<file path="config.mk">
export PLATFORM = sky130hd
export DESIGN_NAME = branch_resolver
export DESIGN_NICKNAME = d
export VERILOG_FILES = /design/src/rtl/mips_core_pkg.sv /design/src/rtl/branch_fifo.sv /design/src/rtl/branch_resolver.sv
export SDC_FILE = /design/constraint.sdc
export NUM_CORES = 1
export LEC_CHECK = 0
export BUFFER_PORTS_ARGS = -buffer_cell sky130_fd_sc_hd__clkbuf_2
export CORE_MARGIN = 3
export CORE_UTILIZATION = 55
export DETAILED_ROUTE_END_ITERATION = 10
export GPL_TIMING_DRIVEN = 0
export MAX_ROUTING_LAYER = met4
export PLACE_DENSITY = 0.89
export SLEW_MARGIN = 20
export SYNTH_ARGS = -nofsm -noshare
export SYNTH_HDL_FRONTEND = slang
export SYNTH_SLANG_ARGS = --single-unit
export TNS_END_PERCENT = 100
</file>
<file path="constraint.sdc">
create_clock -name clk -period 4.85 [get_ports clk]
set_input_delay 0 -clock clk [delete_from_list [all_inputs] [get_ports clk]]
set_output_delay 0 -clock clk [all_outputs]
set_load 0.02 [all_outputs]
</file>
<file path="src/rtl/mips_core_pkg.sv">
// Shared core types: branch outcome encoding and the in-flight branch record
// held by the execute-side branch resolver.
`ifndef ADDR_WIDTH
`define ADDR_WIDTH 32
`endif

package mips_core_pkg;

  localparam int PC_W = `ADDR_WIDTH;

  typedef enum logic {
    NOT_TAKEN = 1'b0,
    TAKEN     = 1'b1
  } BranchOutcome;

  typedef struct packed {
    logic [PC_W-1:0] pc;
    BranchOutcome    prediction;
    logic [PC_W-1:0] recovery_target;
  } branch_entry_t;

endpackage

</file>
<file path="src/rtl/branch_fifo.sv">
// Circular buffer of in-flight branch records with a flush that keeps only
// the head being popped, discarding everything younger.
module branch_fifo #(
  parameter int  DEPTH   = 4,
  parameter type entry_t = logic
) (
  input  logic                     clk,
  input  logic                     rst_n,
  input  logic                     push,
  input  entry_t                   push_data,
  input  logic                     pop,
  input  logic                     flush_younger,
  output entry_t                   head,
  output logic [$clog2(DEPTH):0]   count,
  output logic                     full,
  output logic                     empty
);

  localparam int PTR_W = $clog2(DEPTH);

  entry_t           mem [DEPTH];
  logic [PTR_W-1:0] wr_ptr;
  logic [PTR_W-1:0] rd_ptr;
  logic [PTR_W:0]   count_q;

  always_ff @(posedge clk) begin
    if (!rst_n) begin
      wr_ptr  <= '0;
      rd_ptr  <= '0;
      count_q <= '0;
    end else if (flush_younger) begin
      // The head is consumed and every younger slot is reclaimed.
      rd_ptr  <= rd_ptr + 1'b1;
      wr_ptr  <= rd_ptr + 1'b1;
      count_q <= '0;
    end else begin
      if (push) wr_ptr <= wr_ptr + 1'b1;
      if (pop)  rd_ptr <= rd_ptr + 1'b1;
      case ({push, pop})
        2'b10:   count_q <= count_q + 1'b1;
        2'b01:   count_q <= count_q - 1'b1;
        default: count_q <= count_q;
      endcase
    end
  end

  always_ff @(posedge clk) begin
    if (push && !flush_younger) mem[wr_ptr] <= push_data;
  end

  assign head  = mem[rd_ptr];
  assign count = count_q;
  assign full  = (count_q == (PTR_W+1)'(DEPTH));
  assign empty = (count_q == '0);

endmodule

</file>
<file path="src/rtl/branch_resolver.sv">
// Tracks predicted conditional branches until execute resolves them, emits
// the predictor training record, the mispredict redirect and statistics.
module branch_resolver
  import mips_core_pkg::*;
#(
  parameter int DEPTH      = 4,
  parameter int ADDR_WIDTH = `ADDR_WIDTH,
  parameter int CNT_WIDTH  = 32
) (
  input  logic                     clk,
  input  logic                     rst_n,
  input  logic                     i_push_valid,
  input  logic [ADDR_WIDTH-1:0]    i_push_pc,
  input  BranchOutcome             i_push_prediction,
  input  logic [ADDR_WIDTH-1:0]    i_push_recovery_target,
  output logic                     o_full,
  output logic                     o_empty,
  output logic [$clog2(DEPTH):0]   o_count,
  input  logic                     i_res_valid,
  input  BranchOutcome             i_res_outcome,
  output logic                     o_fb_valid,
  output logic [ADDR_WIDTH-1:0]    o_fb_pc,
  output BranchOutcome             o_fb_prediction,
  output BranchOutcome             o_fb_outcome,
  output logic                     o_redirect_valid,
  output logic [ADDR_WIDTH-1:0]    o_redirect_pc,
  output logic [CNT_WIDTH-1:0]     o_branch_count,
  output logic [CNT_WIDTH-1:0]     o_miss_count,
  output logic [1:0]               o_err
);

  function automatic logic [CNT_WIDTH-1:0] sat_inc(input logic [CNT_WIDTH-1:0] v);
    return (&v) ? v : v + 1'b1;
  endfunction

  branch_entry_t push_entry;
  branch_entry_t head;
  logic          res_ok;
  logic          mispredict;
  logic          push_ok;
  logic          push_drop;

  assign push_entry = '{pc: i_push_pc, prediction: i_push_prediction,
                        recovery_target: i_push_recovery_target};

  assign res_ok     = i_res_valid && !o_empty;
  assign mispredict = res_ok && (head.prediction != i_res_outcome);
  // A full queue still accepts a push when a correct resolve frees the head.
  assign push_ok    = i_push_valid && !mispredict && (!o_full || res_ok);
  assign push_drop  = i_push_valid && o_full && !res_ok;

  branch_fifo #(
    .DEPTH   (DEPTH),
    .entry_t (branch_entry_t)
  ) u_fifo (
    .clk           (clk),
    .rst_n         (rst_n),
    .push          (push_ok),
    .push_data     (push_entry),
    .pop           (res_ok),
    .flush_younger (mispredict),
    .head          (head),
    .count         (o_count),
    .full          (o_full),
    .empty         (o_empty)
  );

  // Stage p1: feedback/redirect registers, one cycle after resolve.
  always_ff @(posedge clk) begin
    if (!rst_n) begin
      o_fb_valid       <= 1'b0;
      o_fb_pc          <= '0;
      o_fb_prediction  <= NOT_TAKEN;
      o_fb_outcome     <= NOT_TAKEN;
      o_redirect_valid <= 1'b0;
      o_redirect_pc    <= '0;
      o_branch_count   <= '0;
      o_miss_count     <= '0;
      o_err            <= 2'b00;
    end else begin
      o_fb_valid       <= res_ok;
      o_redirect_valid <= mispredict;
      if (res_ok) begin
        o_fb_pc         <= head.pc;
        o_fb_prediction <= head.prediction;
        o_fb_outcome    <= i_res_outcome;
        o_branch_count  <= sat_inc(o_branch_count);
      end
      if (mispredict) begin
        o_redirect_pc <= head.recovery_target;
        o_miss_count  <= sat_inc(o_miss_count);
      end
      if (push_drop)                o_err[0] <= 1'b1;
      if (i_res_valid && o_empty)   o_err[1] <= 1'b1;
    end
  end

endmodule
</file>
==> results.tsv <==
metric	value	unit
slowest_stage	mux4_2	
finalSetupTns	0	ns
drv_slew	0	
cpLargestDelayFamily	buffers and inverters	
synth.net_count	1173	
wl_per_cell	21.3	um
rsz0062_at_grt	no	
io_pins	209	
dieHeight	174	um
dr.pass1.iters	8	
routed_via_density	5.91	
initial_core_util	0.567	
worst_slew_pin_slew	0.903	ns
hold_start	i_push_recovery_target[7]	
max_freq	315	MHz
ys_seq_elements	403	
required	5.05	ns
cts_buffers	42	
dp_slack	1.68	ns
ys_seq_area_frac	0.691	
cp.arrival	3.37	ns
cts.clk_slew.worst_paths	0.06	ns
status	completed	
cpPeakStageDelay	0.57	ns
hold_viol	0	
nFillCells	1771	
netlist.area_leader.share	0.506	
end_kind	register	
antenna_found_initial	1	
port_buffers	208	
grt_pass1_wl	61400	um
nNetsFinal	1499	
dpl.hpwl	24600	um
syn_inst	1096	
drt_iter0_markers	1003	
synth.distinct_cells	44	
syn_to_final_growth	24.2	%
ant_nets	0	
cts_resized	0	
grt_start_max_net_pins	48	
finalSetupViolations	0	
synthMuxAreaShare	0.0993	
synth_compound_area_frac	0.0710	
cts_max_level	2	
cts_root_buffer	clkbuf_16	
clock_sinks	403	
start_kind	register	
yosys.area_share.xor_xnor	0.00454	
max_slew_margin	0.395	
cts_tree	built	
drive_above_1_share	0.249	
yosys_warnings	0	
yosys.area_share.adder	0.00616	
synth_most_common_cell	edfxtp_1	
fin_crit	3.17	ns
drc	0	
synthTopCellsByCount	edfxtp_1, nand2_1, dfxtp_1, a21oi_1, mux4_2	
synth-edff-count	260	
clk_path_buf_depth	3	
fp-row-count	60	
crit_path_max_fanout	47	
worstSkewPairLatency	0.53	ns
overflow	0	
avgSynthCellArea	14.1	um^2
synth_top_family_by_area	simple AND/OR/NAND/NOR gates	
fp.dieW	174	um
synth.area.top_cells	edfxtp_1, dfxtp_1, mux4_2	
max-vdd-ir-drop	0.459	mV
hp-class	input port to register	
gr-usage-all-layers	0.264	
crit_type	register to register	
ys_async_sr_fraction	0	
core	0.0273	mm^2
fin_ws	1.68	ns
synth_ff_type	edfxtp_1	
fin_skew	0.0149	ns
crit_chain	mux4_2 -> xor2_1 -> nand2_1 -> buf_2 -> clkbuf_1 -> and3_4 -> buf_16	
r2r_cells	7	
hold_end	u_fifo.mem[3][7]	
yosys.area.top_type	edfxtp_1	
cap_violations	0	
holdPathStages	2	
yosys.area_share.simple	0.109	
rrSetupSlack	1.68	ns
cellPowerDensity	514	mW/mm^2
routabilityCongestion	0.878	
num_vias	10800	
first_global_vias	11000	
critPathBufInv	3	
dieArea	0.0301	mm^2
drt-total-wl	38900	um
leakagePower	6.63	nW
r2r_end	u_fifo.mem[3][40]	
layout_worst_path_cycle_share	0.654	
netlist_area	0.0154	mm^2
-- cell type report --
class | count | area [um^2] | share of cell area
Buffer | 61 | 246 | 0.0129
Tap cell | 372 | 465 | 0.0243
Clock inverter | 18 | 191 | 0.00998
Sequential cell | 403 | 10700 | 0.556
Multi-Input combinational cell | 620 | 4510 | 0.235
Timing Repair Buffer | 282 | 1850 | 0.0965
Inverter | 12 | 45.0 | 0.00235
Antenna cell | 1 | 2.50 | 0.000130
Clock buffer | 60 | 1200 | 0.0626
-- placed cells by master, fill, tap and decap left out, types with 8 or more instances in the layout --
| cell | synthesis | final |
|---|---|---|
| nor2_1 | 22 | 22 |
| nand3_1 | 27 | 27 |
| buf_2 | 14 | 14 |
| clkbuf_1 | 39 | 51 |
| o21ai_0 | 23 | 23 |
| or3_1 | 19 | 19 |
| mux4_2 | 65 | 65 |
| nand4_1 | 21 | 21 |
| edfxtp_1 | 260 | 260 |
| nand2_1 | 166 | 166 |
| buf_1 | 8 | 8 |
| dlygate4sd3_1 | 0 | 70 |
| clkbuf_16 | 0 | 44 |
| or4_1 | 30 | 30 |
| a21oi_1 | 121 | 121 |
| clkbuf_2 | 0 | 208 |
| and4_1 | 10 | 10 |
| nor3_1 | 11 | 11 |
| o31ai_1 | 30 | 29 |
| inv_1 | 12 | 12 |
| dfxtp_1 | 143 | 143 |
-- sequential cells by signal, indices dropped and copies added (netlist names), 2 cells and up, named ones only --
signal          flops
u_fifo.wr_ptr       2
o_miss_count       32
o_err               2
o_branch_count     32
o_fb_pc            32
u_fifo.mem        260
o_redirect_pc      32
u_fifo.count        3
u_fifo.rd_ptr       2
-- kinds of logic after synthesis --
family	Yosys count
DFF	403
xor gates and xnor gates	8
AOI/OAI and AO/OA	193
and+or+nand+nor	340
buffers and inverters	73
muxes	72
adders and majority gates	7
-- where the power goes --
group | internal [mW] | switching (mW)
registers | 4.29 | 0.251
logic | 0.790 | 1.33
clock network | 1.90 | 1.31
-- metal layers --
metal,vias up,part of all wire,track usage
li1,4890,-,-
met1,5318,0.40,0.340
met2,517,0.50,0.437
met3,76,0.080,0.0519
met4,0,0.020,0.0700
met5,-,0,-
-- how the worst max path moves through the flow --
stage                   endpoint  slack, ns  depth (start not counted)      from
4_1_cts        u_fifo.mem[2][19]       1.65                          7  register
5_1_grt        u_fifo.mem[0][23]       1.47                          7  register
3_3_place_gp   u_fifo.mem[3][16]      -0.28                          6  register
2_1_floorplan   u_fifo.mem[0][0]       1.25                          6  register
3_5_place_dp   u_fifo.mem[2][23]       1.68                          7  register
6_report       u_fifo.mem[3][40]       1.68                          7  register
-- metrics by stage --
step,power [mW],cells,util,area (um^2),hold slack [ns]
after floorplan,5.88,1096,-,15400,0.0989
final,9.86,1829,0.704,19200,0.231
after detailed placement,6.65,1680,0.627,17100,0.219
after global placement,6.53,1676,0.622,17000,0.212
after CTS,9.88,1828,0.704,19200,0.204
after global routing,10.3,1829,0.704,19200,0.240
-- repair_timing --
action,in CTS,in global routing
hold buffers,70,0
hold endpoints to repair,268,0
setup buffers,0,0
Power figures use the tool's default switching activity.
